`src/rtl/serial_tx_pkg.sv`:
```
// Shared types and line levels for the serial transmitter.
// Optional parity stage is enabled by SERIAL_TX_PARITY_EN.
package serial_tx_pkg;

    typedef enum logic [2:0] {
        IDLE,
        START,
        DATA,
        PARITY,
        STOP
    } tx_state_t;

    localparam logic START_BIT  = 1'b0;
    localparam logic STOP_BIT   = 1'b1;
    localparam logic IDLE_LEVEL = 1'b1;

    // Counter width for 0..n-1, never narrower than one bit.
    function automatic int cnt_width(input int n);
        return (n > 1) ? $clog2(n) : 1;
    endfunction

endpackage

```
`src/rtl/baud_tick_gen.sv`:
```
// Bit-period counter: bit_end pulses on the last cycle of each bit.
// Held at zero while clear is high; shared with the receiver side.
module baud_tick_gen
    import serial_tx_pkg::*;
#(
    parameter int CLKS_PER_BIT = 4
) (
    input  logic clockpulse,
    input  logic preset,
    input  logic clear,
    output logic bit_end
);

    localparam int CW = cnt_width(CLKS_PER_BIT);
    localparam logic [CW-1:0] LAST = CW'(CLKS_PER_BIT - 1);

    logic [CW-1:0] cnt;

    // Count 0..CLKS_PER_BIT-1 and wrap; clear restarts the bit period.
    always_ff @(posedge clockpulse or posedge preset) begin
        if (preset) begin
            cnt <= '0;
        end else if (clear || cnt == LAST) begin
            cnt <= '0;
        end else begin
            cnt <= cnt + CW'(1);
        end
    end

    assign bit_end = !clear && (cnt == LAST);

endmodule

```
`src/rtl/serial_tx_shifter.sv`:
```
// LSB-first frame transmitter: start, data, [parity], stop.
// Define SERIAL_TX_PARITY_EN to insert an even-parity bit.
module serial_tx_shifter
    import serial_tx_pkg::*;
#(
    parameter int DATA_WIDTH   = 8,
    parameter int CLKS_PER_BIT = 4
) (
    input  logic                  clockpulse,
    input  logic                  preset,
    input  logic [DATA_WIDTH-1:0] data_in,
    input  logic                  data_valid,
    output logic                  data_ready,
    output logic                  txout,
    output logic                  nottxout,
    output logic                  busy,
    output logic                  done
);

    localparam int IW = cnt_width(DATA_WIDTH);
    localparam logic [IW-1:0] LAST_BIT = IW'(DATA_WIDTH - 1);

    tx_state_t             state, state_d;
    logic [DATA_WIDTH-1:0] shift_q, shift_d;
    logic [IW-1:0]         idx_q, idx_d;
    logic                  tx_q, tx_d;
    logic                  bit_end;
    logic                  baud_clear;
    logic                  accept;
`ifdef SERIAL_TX_PARITY_EN
    logic                  par_q, par_d;
`endif

    assign baud_clear = (state == IDLE);
    assign data_ready = (state == IDLE);
    assign busy       = (state != IDLE);
    assign accept     = data_valid && data_ready;
    assign done       = (state == STOP) && bit_end;
    assign txout      = tx_q;
    assign nottxout   = ~tx_q;

    baud_tick_gen #(
        .CLKS_PER_BIT(CLKS_PER_BIT)
    ) u_baud (
        .clockpulse(clockpulse),
        .preset    (preset),
        .clear     (baud_clear),
        .bit_end   (bit_end)
    );

    // State, datapath and the registered line level.
    always_ff @(posedge clockpulse or posedge preset) begin
        if (preset) begin
            state   <= IDLE;
            shift_q <= '0;
            idx_q   <= '0;
            tx_q    <= IDLE_LEVEL;
`ifdef SERIAL_TX_PARITY_EN
            par_q   <= 1'b0;
`endif
        end else begin
            state   <= state_d;
            shift_q <= shift_d;
            idx_q   <= idx_d;
            tx_q    <= tx_d;
`ifdef SERIAL_TX_PARITY_EN
            par_q   <= par_d;
`endif
        end
    end

    // Next state, and the line level for the next state so txout is a flop.
    always_comb begin
        state_d = state;
        shift_d = shift_q;
        idx_d   = idx_q;
`ifdef SERIAL_TX_PARITY_EN
        par_d   = par_q;
`endif
        unique case (state)
            IDLE: begin
                if (accept) begin
                    state_d = START;
                    shift_d = data_in;
                    idx_d   = '0;
`ifdef SERIAL_TX_PARITY_EN
                    par_d   = ^data_in;
`endif
                end
            end
            START: begin
                if (bit_end) state_d = DATA;
            end
            DATA: begin
                if (bit_end) begin
                    shift_d = shift_q >> 1;
                    if (idx_q == LAST_BIT) begin
                        idx_d = '0;
`ifdef SERIAL_TX_PARITY_EN
                        state_d = PARITY;
`else
                        state_d = STOP;
`endif
                    end else begin
                        idx_d = idx_q + IW'(1);
                    end
                end
            end
`ifdef SERIAL_TX_PARITY_EN
            PARITY: begin
                if (bit_end) state_d = STOP;
            end
`endif
            STOP: begin
                if (bit_end) state_d = IDLE;
            end
            default: state_d = IDLE;
        endcase

        tx_d = IDLE_LEVEL;
        unique case (state_d)
            IDLE:  tx_d = IDLE_LEVEL;
            START: tx_d = START_BIT;
            DATA:  tx_d = shift_d[0];
`ifdef SERIAL_TX_PARITY_EN
            PARITY: tx_d = par_d;
`endif
            STOP:  tx_d = STOP_BIT;
            default: tx_d = IDLE_LEVEL;
        endcase
    end

endmodule
```
`config.mk`:
```
export PLATFORM = sky130hd
export DESIGN_NAME = serial_tx_shifter
export DESIGN_NICKNAME = d
export VERILOG_FILES = /design/src/rtl/serial_tx_pkg.sv /design/src/rtl/baud_tick_gen.sv /design/src/rtl/serial_tx_shifter.sv
export SDC_FILE = /design/constraint.sdc
export NUM_CORES = 1
export LEC_CHECK = 0
export CORE_UTILIZATION = 50
export CTS_CLUSTER_DIAMETER = 200
export CTS_CLUSTER_SIZE = 14
export DETAILED_ROUTE_END_ITERATION = 16
export PLACE_DENSITY = 0.76
export SLEW_MARGIN = 20
export SYNTH_ARGS = -nofsm -noshare
export SYNTH_HDL_FRONTEND = slang
export SYNTH_SLANG_ARGS = --single-unit
```
`constraint.sdc`:
```
create_clock -name clockpulse -period 1.6 [get_ports clockpulse]
set_input_delay 0.32 -clock clockpulse [delete_from_list [all_inputs] [get_ports clockpulse]]
set_output_delay 0.32 -clock clockpulse [all_outputs]
set_load 0.05 [all_outputs]
```
Word-level counts from Yosys, hierarchy flattened
Index checks and enable logic that the tools add are counted.
{ "classes": {"magnitude_cmp": 0, "bitwise_logic": 1, "shift": 0, "div_mod_pow": 0, "n_reduce_logical": 9, "multipliers": 0, "n_eq_ne": 9, "n_addsub": 2, "n_mux": 15} }
{ "ops": {"columns": ["operator", "n"], "rows": [
  ["$mux 3", 8],
  ["$mux 8", 2],
  ["$pmux 8 s2", 1],
  ["$pmux 3 s4", 1],
  ["$eq 3x1->1 const B", 2],
  ["$eq 3x2->1 const B", 2],
  ["$eq 3x3->1 const B", 2],
  ["$pmux 3 s2", 1],
  ["$add 3x1->3 const B", 1],
  ["$logic_and 1x1->1", 3],
  ["$logic_not 3->1", 1],
  ["$reduce_and 3->1", 1],
  ["$reduce_bool 3->1", 1],
  ["$add 2x1->2 const B", 1],
  ["$eq 2x2->1 const B", 1],
  ["$mux 2", 1],
  ["$ne 2x1->1 const B", 1],
  ["$ne 2x2->1 const B", 1],
  ["$pmux 1 s2", 1],
  ["$reduce_bool 2->1", 1],
  ["$logic_not 1->1", 1],
  ["$logic_or 1x1->1", 1],
  ["$not 1->1", 1]
]} }
{ "totals": {"latchBits": 0, "ramBits": 0, "memories": 0, "romBits": 0, "wordCells": 42, "out_inout_bits": 5, "input_bits": 11, "register_bits": 17} }

Longest topological paths before layout
Gate-level depths: netlist (run 1).
{ "depth": {"ltp_word": 7, "ltp_mapped": 5, "ltp_nobuf": 5} }

By module
Synthesis (run 1) repeated with hierarchy kept, for this count alone.
{ "unflattened": {"hier_cells": 80, "hier_area_um2": 884.6} }
{ "modules_own_cells": {"columns": ["module", "instances", "seq_area_each_um2", "area_each_um2", "cells_each"], "rows": [
  ["serial_tx_shifter", 1, 376.6, 787.0, 73],
  ["baud_tick_gen", 1, 50.0, 97.6, 7]
]} }

Worst setup path after synthesis (run 1)
OpenSTA, ideal clock, no wires.
{ "synth_path": {"path_type": "register -> output", "startpoint": "reg state[0]", "endpoint": "out busy", "n_path_buf": 1, "arrival_time_ns": 2.361, "path_slack_ns": -1.081, "required_time_ns": 1.280, "stages_incl_launch_ff": 4, "path_cell_list": "dfrtp_1 -> buf_6 -> nor3_1 -> inv_1"} }
{ "synth_between": {"elab_chain_len": 1} }
{ "synth_lines": {"columns": ["element", "line_no", "text"], "rows": [
  ["from (decl)", "serial_tx_shifter.sv:23", "tx_state_t state, state_d;"],
  ["from (signal assigned)", "serial_tx_shifter.sv:62", "state <= state_d;"],
  ["$reduce_bool 3->1", "serial_tx_shifter.sv:36", "assign busy = (state != IDLE);"],
  ["to (decl)", "serial_tx_shifter.sv:16", "output logic busy,"]
]} }
Every way passes these cells.

Final worst setup path (run 1)
{ "layout_path": {"startpoint": "reg u_baud.cnt[0]", "endpoint": "out done"} }
{ "layout_between": {"elab_chain_len": 3} }
{ "layout_lines": {"columns": ["element", "line_no", "text"], "rows": [
  ["from (decl)", "baud_tick_gen.sv:17", "logic [CW-1:0] cnt;"],
  ["from (signal assigned)", "baud_tick_gen.sv:26", "cnt <= cnt + CW'(1);"],
  ["$eq 2x2->1", "baud_tick_gen.sv:30", "assign bit_end = !clear && (cnt == LAST);"],
  ["$logic_and 1x1->1", "baud_tick_gen.sv:30", null],
  ["$logic_and 1x1->1", "serial_tx_shifter.sv:38", "assign done = (state == STOP) && bit_end;"],
  ["to (decl)", "serial_tx_shifter.sv:17", "output logic done"]
]} }
Every way passes these cells.

==> impl_metrics.ini, run 1 <==
[cells_and_area]
drive_above_1_share_pct = 42.5
num_antenna_cells = 0
final_cell_mix = 16 x dfrtp_1, 16 x buf_4, 11 x nand2_1, 10 x clkdlybuf4s50_1
fillers = 71
area_growth_pct = 54.0
final_nets = 135

[timing]
setup_viol = 14
slew_violations = 0
timing.fmax_ghz = 0.584
slew_headroom_pct = 70.8
skew_ns = 0.00199
fin_setup_tns_ns = -0.482
rsz0062_at_grt = true
timing.final.ws_setup_ns = -0.113
hold_violations = 0
whs_ns = 0.340
period_share_pct = 107
min_period_ns = 1.71
tightest_slew_ns = 0.437

[logic_synthesis]
synth.distinct_cells = 31
ys_seq_area_share_pct = 47.8
synth-main-ff-cell = dfrtp_1
synth.area.top_cells = dfrtp_1 45%, nand2_1 5.5%, nand3_1 5.0%
synth-warning-count = 0
syn-cell-area_um2 = 892
synth_nets = 98
synth_edf_count = 0
synth_largest_area_cell = dfrtp_1
syn-instance-count = 84
synth.avg_cell_area_um2 = 10.6
async_reset_ff_share_pct = 100
synth_top_area_share_pct = 44.9
synth_seq_cells = 17

[global_route]
grt_pass1_wl_mm = 3.65
grt_pass1_vias = 782
grt_max_degree = 18
grt.overflow.total = 0
antenna_found_initial = 0
track_usage_pct = 26.8

[setup_path]
critical_path.max_stage_delay_ns = 0.40
cp_slowest_cell = dfrtp_1
reg2reg_slack_ns = -0.07
path_cells = ha_2 > buf_6 > nand2_4 > nor3_4 > buf_12
cp-end-kind = primary output
worstRegToRegCells = 5
critPathLaunch = u_baud.cnt[0]
r2r-end = idx_q[0]
cp-endpoint = done
worstSetupPathType = register to primary output
arrival_ns = 1.39
path_max_fanout = 2
r2r_start = u_baud.cnt[0]
startpoint_type = register
worstPathRequired_ns = 1.28

[drt]
viasPerCell = 5.77
num_vias = 831
ant_nets = 0
drt-wirelength-per-cell_um = 18.0
wirelength_mm = 2.59
drt_pass1_iterations = 4
drt_iter0_markers = 9
route.detailed.drc = 0

[clock_tree]
holdBufCountCts = 0
cts_buffer_depth = 2
cts.clk_slew.worst_paths_ns = 0.11
cts-root-buf = clkbuf_4
htreeDepth = 1
clock_sinks = 17
tritoncts.num_buffers = 3
cts_tree = yes
clk_latency_ns = 0.30

[outcome]
outcome = finished with violations
violations = setup timing

[power]
power_frac_comb_pct = 58.0
p_sw_uw = 938
cellLeakagePower_uw = 0.000641
peakVddDrop_v = 0.00169
seqPwrFrac_pct = 31.3
switching_share_pct = 40.5
clkPwrFrac_pct = 10.7
p_total_uw = 2320
p_per_area_nw_per_um2 = 1690
p_int_uw = 1380

[worst_hold_path]
hp-class = input port to async pin

[die]
coreArea_um2 = 1590
start_util_pct = 56.0
fp.dieArea_um2 = 1960
die_h_um = 44.2
die_width_um = 44.2
io_pins = 16
rows = 14

[run]
drv_cap = 0

[placement]
dpl.hpwl_mm = 1.41
pre_cts_ws_ns = -0.188
place.port_buffers = 15
place.gp.congestion = 0.707
state kept, by name (all words and copies together), names as in the netlist:
register,flops
u_baud.cnt,2
txout,1
idx_q,3
shift_q,8
state,3
power groups by stage:
stage | sequential (uW) | clock, uW | combinational, uW
global route | 728 | 267 | 1410
floorplan | 714 | 0 | 633
detailed placement | 723 | 0 | 966
CTS | 694 | 251 | 1120
finish | 724 | 249 | 1340
global placement | 709 | 0 | 939
timing repair:
action / CTS / global route
endpoints found under the setup margin: 4 / 15
pin swaps: 5 / 4
gates resized for setup: 6 / 15
hold endpoints to repair: 0 / 0
setup buffers: 7 / 6
cell type report:
class | count | area [um^2] | share of cell area [%]
clock buffer | 3 | 22.5 | 1.64
timing repair buffer | 39 | 402 | 29.2
clock inverter | 1 | 7.51 | 0.546
inverter | 4 | 15.0 | 1.09
sequential | 17 | 427 | 31.1
multi-input combinational | 56 | 470 | 34.2
tap | 24 | 30.0 | 2.19
routing by layer:
metal | global-route usage [%] | up-vias | share of wire [%] | wire length (um)
met2 | 45.6 | 37 | 53 | 1360
met1 | 31.2 | 410 | 40 | 1030
met4 | 13.3 | 0 | 2.8 | 73
met5 | 0 | - | 0 | 0
met3 | 6.94 | 10 | 4.7 | 123
li1 | - | 374 | - | -
cell families after synthesis:
family                   Yosys count  share of synthesized area, %
AND/OR/NAND/NOR                   38                          25.4
flip-flops                        17                          47.8
buffers and inverters             11                          7.43
AO/OA/AOI/OAI                     14                          13.9
multiplexers                       1                          1.26
adder cells (fa/ha/maj)            3                          4.21
metrics by stage:
| step | instance area (um^2) | std cells | util, % |
|---|---|---|---|
| after global placement | 1160 | 127 | 73.0 |
| after detailed placement | 1160 | 127 | 73.0 |
| after CTS | 1270 | 138 | 79.5 |
| after floorplan | 916 | 84 | - |
| after global routing | 1370 | 144 | 86.2 |
| final | 1370 | 144 | 86.2 |
worst max-delay path: cells and delay by family (launching register included):
family / cells / cell delay (ns)
flip-flops: 1 / 0.40
buffers and inverters: 2 / 0.27
adder cells (fa/ha/maj): 1 / 0.22
AND/OR/NAND/NOR: 2 / 0.19
synthesized netlist by cell type (2+ instances only):
cell,n
dfrtp_1,16
nand2_1,13
nand3_1,9
a22oi_1,6
inv_1,4
buf_6,3
ha_1,3
nor3_1,3
nor3b_1,3
buf_2,2
o211ai_1,2
worst min path at each step:
| stage | startpoint | to | cells after the start |
|---|---|---|---|
| finish | preset | shift_q[2] | 3 |
| global route | preset | shift_q[7] | 3 |
| CTS | preset | shift_q[1] | 3 |
| detailed placement | u_baud.cnt[0] | u_baud.cnt[0] | 1 |
| global placement | u_baud.cnt[0] | u_baud.cnt[0] | 1 |
| floorplan | preset | idx_q[0] | 1 |
(Power assumes the default switching activity.)
==> inputs of run 2 (changes only) <==
- GPL_ROUTABILITY_DRIVEN: unset -> 0
==> results of run 2 <==
The final DEF is identical to that of run 1; final timing and power are the same.
